### config.mk
export PLATFORM = sky130hd
export DESIGN_NAME = maze_probe_scheduler
export DESIGN_NICKNAME = d
export VERILOG_FILES = /design/src/rtl/maze_probe_scheduler.sv
export SDC_FILE = /design/constraint.sdc
export NUM_CORES = 1
export LEC_CHECK = 0
export ABC_AREA = 1
export CAP_MARGIN = 20
export CORE_ASPECT_RATIO = 1.75
export CORE_MARGIN = 2
export CORE_UTILIZATION = 50
export DETAILED_ROUTE_END_ITERATION = 8
export PLACE_DENSITY = 0.79
export SYNTH_ARGS = -nofsm -noshare
export SYNTH_HDL_FRONTEND = slang
export SYNTH_SLANG_ARGS = --single-unit
### constraint.sdc
create_clock -name clk -period 8.89 [get_ports clk]
set_input_delay 1.778 -clock clk [delete_from_list [all_inputs] [get_ports clk]]
set_output_delay 1.778 -clock clk [all_outputs]
set_load 0.05 [all_outputs]
### src/rtl/maze_probe_scheduler.sv
// Round-robin tile probe: grant, offset, divide, wall ROM lookup, one result pulse per request.
// Latency max(q_row,q_col)+4 after gnt (1 if negative, +2 if off-maze); requests are ignored while busy.
module maze_probe_scheduler #(
  parameter int NREQ = 5,
  parameter int SF   = 60,
  parameter int S_X  = 150,
  parameter int S_Y  = 34,
  parameter int P_W  = 15,
  parameter int P_H  = 15,
  parameter int ROWS = 8,
  parameter int COLS = 8
) (
  input  logic               clk,
  input  logic               rst_n,
  input  logic [NREQ-1:0]    req,
  input  logic [NREQ*10-1:0] req_xpos,
  input  logic [NREQ*10-1:0] req_ypos,
  input  logic [NREQ*4-1:0]  req_dir,
  output logic [NREQ-1:0]    gnt,
  output logic               wall_rd_en,
  output logic [5:0]         wall_addr,
  input  logic               wall_data,
  output logic               resp_valid,
  output logic [2:0]         resp_id,
  output logic [7:0]         resp_row,
  output logic [7:0]         resp_col,
  output logic               resp_blocked,
  output logic               resp_oob,
  output logic               busy
);

  typedef enum logic [2:0] {IDLE, DIV, ADDR, WAIT, RESP} state_t;

  localparam logic [10:0] SF_W = 11'(SF);

  state_t      st, st_nxt;
  logic        armed;
  logic [2:0]  ptr, sel, cand;
  logic        any_req, take;
  logic [9:0]  sel_x, sel_y;
  logic [3:0]  sel_dir;
  logic [10:0] px, py;
  logic        neg;
  logic [2:0]  id_q;
  logic [10:0] rem_x, rem_y;
  logic [3:0]  q_row, q_col;
  logic        blocked_q, oob_q;
  logic        div_done, div_sat, in_bounds;

  // Search starts one past the last grant so every requester gets a turn.
  always_comb begin
    sel     = '0;
    cand    = '0;
    any_req = 1'b0;
    for (int i = 1; i <= NREQ; i++) begin
      cand = 3'((int'(ptr) + i) % NREQ);
      if (!any_req && req[cand]) begin
        any_req = 1'b1;
        sel     = cand;
      end
    end
  end

  always_comb begin
    sel_x   = req_xpos[int'(sel)*10 +: 10];
    sel_y   = req_ypos[int'(sel)*10 +: 10];
    sel_dir = req_dir[int'(sel)*4 +: 4];
    px      = {1'b0, sel_x} - 11'(S_X);
    py      = {1'b0, sel_y} - 11'(S_Y);
    if (sel_dir[3])      px = px - 11'(P_W);
    else if (sel_dir[2]) py = py - 11'(P_H);
    else if (sel_dir[1]) px = px + 11'(P_W);
    else if (sel_dir[0]) py = py + 11'(P_H);
    neg = px[10] | py[10];
  end

  // armed holds off grants for the first cycle after reset release.
  assign take      = (st == IDLE) && armed && any_req;
  assign div_done  = (rem_x < SF_W) && (rem_y < SF_W);
  assign div_sat   = (q_row == 4'd15) || (q_col == 4'd15);
  assign in_bounds = (int'(q_row) < ROWS) && (int'(q_col) < COLS);

  always_ff @(posedge clk or negedge rst_n) begin
    if (!rst_n) st <= IDLE;
    else        st <= st_nxt;
  end

  always_comb begin
    st_nxt = st;
    unique case (st)
      IDLE: if (take) st_nxt = neg ? RESP : DIV;
      DIV: begin
        if (div_sat)       st_nxt = RESP;
        else if (div_done) st_nxt = in_bounds ? ADDR : RESP;
      end
      ADDR:    st_nxt = WAIT;
      WAIT:    st_nxt = RESP;
      RESP:    st_nxt = IDLE;
      default: st_nxt = IDLE;
    endcase
  end

  always_comb begin
    gnt = '0;
    if (take) gnt[sel] = 1'b1;
    busy       = (st != IDLE);
    wall_rd_en = (st == ADDR);
    wall_addr  = (st == ADDR) ? (6'(q_row) * 6'(COLS) + 6'(q_col)) : 6'd0;
    resp_valid = (st == RESP);
  end

  always_ff @(posedge clk or negedge rst_n) begin
    if (!rst_n) begin
      armed     <= 1'b0;
      ptr       <= 3'(NREQ - 1);
      id_q      <= '0;
      rem_x     <= '0;
      rem_y     <= '0;
      q_row     <= '0;
      q_col     <= '0;
      blocked_q <= 1'b0;
      oob_q     <= 1'b0;
    end else begin
      armed <= 1'b1;
      case (st)
        IDLE: begin
          if (take) begin
            ptr   <= sel;
            id_q  <= sel;
            q_row <= '0;
            q_col <= '0;
            if (neg) begin
              rem_x     <= '0;
              rem_y     <= '0;
              oob_q     <= 1'b1;
              blocked_q <= 1'b1;
            end else begin
              rem_x     <= px;
              rem_y     <= py;
              oob_q     <= 1'b0;
              blocked_q <= 1'b0;
            end
          end
        end
        DIV: begin
          if (div_sat || (div_done && !in_bounds)) begin
            oob_q     <= 1'b1;
            blocked_q <= 1'b1;
          end else if (!div_done) begin
            if (rem_x >= SF_W) begin
              rem_x <= rem_x - SF_W;
              q_col <= q_col + 4'd1;
            end
            if (rem_y >= SF_W) begin
              rem_y <= rem_y - SF_W;
              q_row <= q_row + 4'd1;
            end
          end
        end
        WAIT: begin
          blocked_q <= wall_data;
          oob_q     <= 1'b0;
        end
        default: ;
      endcase
    end
  end

  assign resp_id      = id_q;
  assign resp_row     = {4'b0000, q_row};
  assign resp_col     = {4'b0000, q_col};
  assign resp_blocked = blocked_q;
  assign resp_oob     = oob_q;

endmodule
==> flow_metrics.py, run 1 <==
metrics = {
    "detailed_routing": {
        "dr_wl_met3_um": 766,
        "dr.max_layer_used": "met4",
        "wl_met1_mm": 7.93,
        "drc_errors": 0,
        "wl_per_cell_um": 13.3,
        "drt_wl_total_mm": 19.5,
        "firstDrtPassIters": 7,
        "first_iter_violations": 374,
        "vias": 7671,
        "ant_nets": 0,
        "post_drt_via_cell_ratio": 5.21,
        "wl_met2_mm": 10.3,
    },
    "grt": {
        "grt_first_pass_wirelength_mm": 32.2,
        "antenna_found_initial": 0,
        "grt_usage_pct": 26.8,
        "grt_max_degree": 59,
        "overflow": 0,
        "grt_pass1_vias": 7132,
    },
    "sta": {
        "max-slew-margin-rel_pct": 33.0,
        "setup_slack_ps": 789,
        "fin_hold_ws_ps": 492,
        "fmax_ghz": 0.123,
        "period_share_pct": 91.1,
        "tns_ps": 0,
        "skew_ps": 6.34,
        "finalMaxSlewViolations": 0,
        "setup_viol": 0,
        "final-hold-violation-count": 0,
        "min_period_ps": 8100,
        "rsz0062_at_grt": "false",
        "worst_pin_slew_ps": 1000,
    },
    "cts": {
        "cts_buffers": 5,
        "path_clk_slew_ps": 60,
        "cts_max_level": 2,
        "cts_tree": "built",
        "clock_path_buffers": 2,
        "clk_latency_ps": 290,
        "postCtsSetupBuffers": 0,
        "cts_root_buf": "clkbuf_16",
        "clkSinkCount": 40,
    },
    "finish": {
        "num_antenna_cells": 0,
        "nFillCells": 1253,
        "area_delta_synth_final_pct": 26.0,
        "drive_gt1_share_pct": 8.22,
        "finalNetCount": 1473,
        "finish.utilization_pct": 64.6,
        "layout_common_cells": "405 x nand2_1, 153 x clkdlybuf4s50_1, 125 x nand3_1, 118 x inv_1, 116 x nor2_1",
        "final_common_cell": "nand2_1",
    },
    "outcome": {
        "status": "finished clean",
    },
    "placed_design": {
        "hpwlAfterDp_mm": 15.8,
        "gp_congestion": 0.983,
        "port_buffers": 154,
        "pre_cts_ws_ps": 1020,
    },
    "die": {
        "io_pins": 163,
        "die_w_um": 91.3,
        "core_um2": 13000,
        "start_util_pct": 51.3,
        "die_area_um2": 14300,
        "die_y_um": 157,
        "row_count": 55,
    },
    "yosys": {
        "yosysUniqueCellTypes": 48,
        "async_flop_share_pct": 100,
        "synthCells": 1168,
        "yosysSeqAreaShare_pct": 15.0,
        "syn-cell-area_um2": 6670,
        "ys_ff_latch": 40,
        "synth.avg_cell_area_um2": 5.71,
        "yosys_warnings": 0,
        "synthFlopType": "dfrtp_1",
        "synth_edf_count": 0,
    },
    "worst_setup_path": {
        "crit_type": "reg2out",
        "r2r_setup_slack_ps": 1270,
        "arrival_ps": 6320,
        "crit_path_frequent_cell": "nand2_1",
        "rr_worst_depth": 45,
        "r2r_end": "resp_oob",
        "rr_startpoint": "ptr[0]",
        "slowest_delay_ps": 740,
        "worstPathRequired_ps": 7110,
        "end_kind": "output pin",
        "slowest_stage": "dfrtp_1",
        "worstPathMaxFanout": 58,
        "critPathLaunchType": "register",
    },
    "run": {
        "maxCapViolCount": 0,
    },
    "hold_path": {
        "hp-start": "rem_x[0]",
        "worstHoldPathType": "reg2reg",
        "hold_path_end": "rem_x[0]",
        "whs_path_depth": 2,
    },
}
worst max-delay path by stage:
stage	from	endpoint	slack, ps	cells after the start
after floorplan	ptr[0]	gnt[1]	2440	31
after global placement	ptr[0]	gnt[0]	1240	28
after detailed placement	ptr[0]	gnt[2]	1020	28
after CTS	ptr[0]	gnt[0]	670	28
after global routing	ptr[0]	gnt[2]	130	29
final	ptr[0]	gnt[0]	790	29
kinds of logic after synthesis:
group	count (synthesis)	share of synthesized area (%)
and+or+nand+nor	747	50.3
buffers and inverters	185	12.0
AOI/OAI and AO/OA	129	11.1
adders and majority gates	45	8.56
DFF	40	15.0
xor gates and xnor gates	20	2.85
other	2	0.113
layout make-up:
type	count	area, um^2	area share [%]
repair buffers	159	1570	18.7
multi-input cells	950	4900	58.3
inverters	144	542	6.45
flip-flops and latches	40	1000	11.9
clock buffers	5	125	1.49
well taps	171	214	2.55
clock inverters	3	46.3	0.551
cell usage after synthesis, types with 3 or more instances:
cell,n,area [um^2]
nand2_1,405,1520
nand3_1,125,626
inv_1,118,443
nor2_1,116,435
ha_1,44,551
a21oi_1,41,205
dfrtp_1,39,976
o21ai_0,34,170
inv_2,26,97.6
nand3b_1,19,143
o21ai_1,19,95.1
nand2_2,18,113
nand4_1,16,100
nand3_2,15,150
buf_4,13,97.6
buf_2,12,60.1
xor2_1,12,105
clkbuf_1,10,37.5
nor2_2,7,43.8
nor3_1,7,35.0
buf_6,6,67.6
xnor2_1,6,52.6
a31oi_1,5,31.3
o211ai_1,5,37.5
o21a_1,5,37.5
o21ai_2,5,43.8
nand2_4,4,45.0
nor2_4,4,45.0
a21oi_2,3,26.3
nor3b_1,3,22.5
or2_2,3,18.8
metrics by stage:
stage	cell area (um^2)	cells
2_1_floorplan	6690	1175
4_1_cts	8390	1472
3_3_place_gp	8220	1464
6_report	8400	1472
5_1_grt	8400	1472
3_5_place_dp	8220	1464
routing by layer:
| metal | track usage (%) | up-vias |
|---|---|---|
| met1 | 31.4 | 3438 |
| met4 | 8.73 | 0 |
| met2 | 51.0 | 211 |
| met5 | 0 | - |
| li1 | - | 3980 |
| met3 | 1.88 | 42 |
registers in the layout, summed over array words and instances, names as in the netlist:
signal	cells
resp_oob	1
st	3
q_row	4
ptr	3
q_col	4
resp_blocked	1
rem_x	11
rem_y	11
armed	1
resp_id	1
critical path, delay by kind of cell, from the launching register on:
family                   cells  cell delay, ps
buffers and inverters        6            1740
AND/OR/NAND/NOR             19            2210
adder cells (fa/ha/maj)      3             970
flip-flops                   1             740
XOR/XNOR                     1             320
repair_timing:
item / 4_1_cts / 5_1_grt
endpoints found under the setup margin: 0 / 2
hold buffers: 0 / 0
resized for setup: 0 / 2
Power of run 1 is left out: the tool's default activity adds up to more than one toggle a clock period on the data nets, which glitch-free logic cannot reach.
==> run 2, diff against run 1 <==
- CAP_MARGIN: 20 -> unset
- DONT_BUFFER_PORTS: unset -> 1
- PLACE_DENSITY: 0.79 -> 0.63
==> flow_metrics.py, run 2 (synthesized netlist as in run 1, its figures left out) <==
metrics = {
    "cts": {
        "cts_max_level": 2,
        "cts_tree": "built",
        "clock_path_buffers": 2,
        "post_cts_resized": 0,
        "path_clk_slew_ps": 60,
        "ctsHoldBuffers": 0,
        "cts_root_buf": "clkbuf_16",
        "postCtsSetupBuffers": 0,
        "clkSinkCount": 40,
        "clk_latency_ps": 290,
        "cts_buffers": 5,
    },
    "sta": {
        "period_share_pct": 90.4,
        "skew_ps": 6.33,
        "final-hold-violation-count": 0,
        "fin_hold_ws_ps": 498,
        "finalMaxSlewViolations": 0,
        "min_period_ps": 8040,
        "max-slew-margin-rel_pct": 26.0,
        "rsz0062_at_grt": "false",
        "fmax_ghz": 0.124,
        "worst_pin_slew_ps": 1110,
        "tns_ps": 0,
        "setup_viol": 0,
    },
    "finish": {
        "num_antenna_cells": 0,
        "reg.largest.list": "rem_x: 11 flops, rem_y: 11 flops",
        "area_delta_synth_final_pct": 3.15,
        "nFillCells": 1473,
        "fin_area_um2": 6880,
        "final_common_cell": "nand2_1",
        "finalNetCount": 1322,
        "layout_common_cells": "405 x nand2_1, 125 x nand3_1, 118 x inv_1, 116 x nor2_1, 44 x ha_1",
        "drive_gt1_share_pct": 9.57,
    },
    "die": {
        "die_area_um2": 14300,
        "die_w_um": 91.3,
        "die_y_um": 157,
        "start_util_pct": 51.3,
        "core_um2": 13000,
        "io_pins": 163,
        "row_count": 55,
    },
    "detailed_routing": {
        "vias": 7041,
        "wl_per_cell_um": 14.3,
        "firstDrtPassIters": 5,
        "drt_wl_total_mm": 18.8,
        "first_iter_violations": 369,
        "drc_errors": 0,
        "ant_nets": 0,
        "post_drt_via_cell_ratio": 5.33,
    },
    "placed_design": {
        "dpl_cell_area_um2": 6710,
        "gp_congestion": 0.901,
        "hpwlAfterDp_mm": 15.5,
        "port_buffers": 0,
    },
    "worst_setup_path": {
        "worstPathRequired_ps": 7110,
        "slowest_delay_ps": 760,
        "worstPathMaxFanout": 58,
        "arrival_ps": 6260,
        "critPathLaunchType": "register",
        "end_kind": "output pin",
        "cp_num_buf_inv": 5,
        "slowest_stage": "dfrtp_1",
        "critPathTopFamily": "simple AND/OR/NAND/NOR gates",
        "crit_type": "reg2out",
        "crit_path_frequent_cell": "nand2_1",
    },
    "outcome": {
        "status": "finished clean",
    },
    "grt": {
        "grt_first_pass_wirelength_mm": 30.7,
        "overflow": 0,
        "grt_pass1_vias": 6626,
        "grt_max_degree": 59,
        "grt_usage_pct": 25.8,
        "antenna_found_initial": 0,
    },
    "hold_path": {
        "worstHoldPathType": "reg2reg",
    },
    "run": {
        "maxCapViolCount": 0,
    },
}
-- run 2: worst paths after layout --
kind | start | end | slack, ps | cells after the start
worst max-delay path | ptr[1] | gnt[2] | 850 | 27
worst min-delay path | rem_x[0] | rem_x[0] | 500 | 2
worst max register to register | ptr[1] | resp_oob | 1100 | 38
worst min register to register | rem_x[0] | rem_x[0] | 500 | 2
max in group asynchronous | rst_n | ptr[2] | 7540 | 0
min in group asynchronous | rst_n | q_col[1] | 1180 | 0
-- run 2: cell type report --
class	instances	area (um^2)	share of cell area, %
clock buffer	5	125	1.82
clock inverter	3	42.5	0.619
inverter	144	541	7.86
multi-input combinational	950	4890	71.1
sequential	40	1000	14.6
tap	171	214	3.11
timing repair buffer	8	60.1	0.873
-- run 2: through the flow --
stage                     std cells  util [%]  setup WS [ps]
after detailed placement       1313      51.6           1090
after global routing           1321      52.9            136
after floorplan                1175         -           2440
final                          1321      52.9            853
after global placement         1313      51.6           1190
after CTS                      1321      52.9            863
-- run 2: per-layer routing --
| layer | GRT usage [%] | vias to the layer above | part of all wire (%) |
|---|---|---|---|
| met1 | 29.8 | 3160 | 40 |
| li1 | - | 3671 | - |
| met2 | 49.4 | 186 | 54 |
| met5 | 0 | - | 0 |
| met3 | 2.31 | 24 | 4.4 |
| met4 | 7.86 | 0 | 1.7 |
-- run 2: worst register-to-register path, delay by kind of cell (launching register included) --
family          cells  cell delay, ps
simple gates       24            3870
buf+inv             6            1090
fa+ha+maj           3             980
flops               1             760
compound gates      4             660
xor+xnor            1             310
Power of run 2 is left out for the same reason.
==> run 3, diff against run 2 <==
- SLEW_MARGIN: unset -> 30
==> flow_metrics.py, run 3 (synthesized netlist as in run 1, its figures left out) <==
metrics = {
    "die": {
        "die_w_um": 91.3,
        "die_y_um": 157,
        "io_pins": 163,
        "row_count": 55,
        "core_um2": 13000,
        "die_area_um2": 14300,
        "start_util_pct": 51.3,
    },
    "detailed_routing": {
        "ant_nets": 0,
        "wl_per_cell_um": 14.2,
        "firstDrtPassIters": 5,
        "vias": 7052,
        "post_drt_via_cell_ratio": 5.34,
        "drc_errors": 0,
        "first_iter_violations": 327,
        "drt_wl_total_mm": 18.8,
    },
    "placed_design": {
        "hpwlAfterDp_mm": 15.5,
        "pre_cts_ws_ps": 1110,
        "port_buffers": 0,
        "gp_congestion": 0.901,
    },
    "worst_setup_path": {
        "crit_type": "reg2out",
        "cp_num_buf_inv": 5,
        "slowest_stage": "dfrtp_1",
        "end_kind": "output pin",
        "rr_startpoint": "ptr[1]",
        "worstPathRequired_ps": 7110,
        "arrival_ps": 6210,
        "worstPathMaxFanout": 58,
        "rr_worst_depth": 38,
        "crit_path_frequent_cell": "nand2_1",
        "critPathLaunchType": "register",
        "slowest_delay_ps": 760,
        "r2r_setup_slack_ps": 1060,
        "critPathTopFamily": "simple AND/OR/NAND/NOR gates",
        "r2r_end": "resp_oob",
    },
    "sta": {
        "rsz0062_at_grt": "false",
        "final-hold-violation-count": 0,
        "setup_viol": 0,
        "min_period_ps": 7990,
        "fin_hold_ws_ps": 486,
        "worst_pin_slew_ps": 1000,
        "finalMaxSlewViolations": 0,
        "period_share_pct": 89.9,
        "fmax_ghz": 0.125,
        "skew_ps": 5.92,
        "setup_slack_ps": 898,
        "max-slew-margin-rel_pct": 33.0,
        "tns_ps": 0,
    },
    "hold_path": {
        "hp-start": "rem_x[0]",
        "whs_path_depth": 2,
        "hold_path_end": "rem_x[0]",
        "worstHoldPathType": "reg2reg",
    },
    "finish": {
        "num_antenna_cells": 0,
        "layout_common_cells": "405 x nand2_1, 125 x nand3_1, 118 x inv_1, 115 x nor2_1, 44 x ha_1",
        "drive_gt1_share_pct": 9.65,
        "area_delta_synth_final_pct": 3.27,
        "final_common_cell": "nand2_1",
        "finish.utilization_pct": 52.9,
        "finalNetCount": 1322,
        "reg.largest.list": "rem_x: 11 flops, rem_y: 11 flops",
    },
    "cts": {
        "postCtsSetupBuffers": 0,
        "clock_path_buffers": 2,
        "clk_latency_ps": 290,
        "cts_tree": "built",
        "cts_root_buf": "clkbuf_16",
        "ctsHoldBuffers": 0,
        "post_cts_resized": 0,
        "cts_max_level": 2,
        "clkSinkCount": 40,
        "path_clk_slew_ps": 60,
        "cts_buffers": 5,
    },
    "run": {
        "maxCapViolCount": 0,
    },
    "grt": {
        "grt_max_degree": 59,
        "grt_usage_pct": 25.6,
        "antenna_found_initial": 0,
        "overflow": 0,
        "grt_pass1_vias": 6641,
        "grt_first_pass_wirelength_mm": 30.6,
    },
    "outcome": {
        "status": "finished clean",
    },
}
[run 3: cell counts in the layout (fill, tap and decap cells not counted)]
No cell type changed its count.
[run 3: final cells by class]
type,instances,area (um^2)
multi-input combinational,950,4900
clock inverter,3,42.5
fill,1450,6120
sequential,40,1000
inverter,144,541
timing repair buffer,8,60.1
clock buffer,5,125
tap,171,214
[run 3: metal layers]
metal | up-vias | track usage, % | share of wire, %
li1 | 3675 | - | -
met1 | 3176 | 29.8 | 41
met2 | 175 | 49.4 | 53
met3 | 26 | 2.46 | 3.7
met4 | 0 | 6.64 | 1.8
met5 | - | 0 | 0
[run 3: how the worst max path moves through the flow]
stage	startpoint	end	depth (start not counted)
after floorplan	ptr[0]	gnt[1]	31
after global placement	ptr[1]	resp_oob	38
after detailed placement	ptr[1]	resp_oob	38
after CTS	ptr[1]	gnt[2]	27
after global routing	ptr[1]	resp_oob	43
final	ptr[1]	gnt[2]	27
[run 3: worst reg2reg max path, delay by kind of cell, from the launching register on]
family / cells / cell delay (ps)
AND/OR/NAND/NOR: 24 / 3900
buffers and inverters: 6 / 1110
adder cells (fa/ha/maj): 3 / 980
flip-flops: 1 / 760
AO/OA/AOI/OAI: 4 / 670
XOR/XNOR: 1 / 300
[run 3: through the flow]
stage,instances,area (um^2)
2_1_floorplan,1175,6690
3_3_place_gp,1313,6710
3_5_place_dp,1313,6720
4_1_cts,1321,6890
5_1_grt,1321,6890
6_report,1321,6890
Power of run 3 is left out for the same reason.
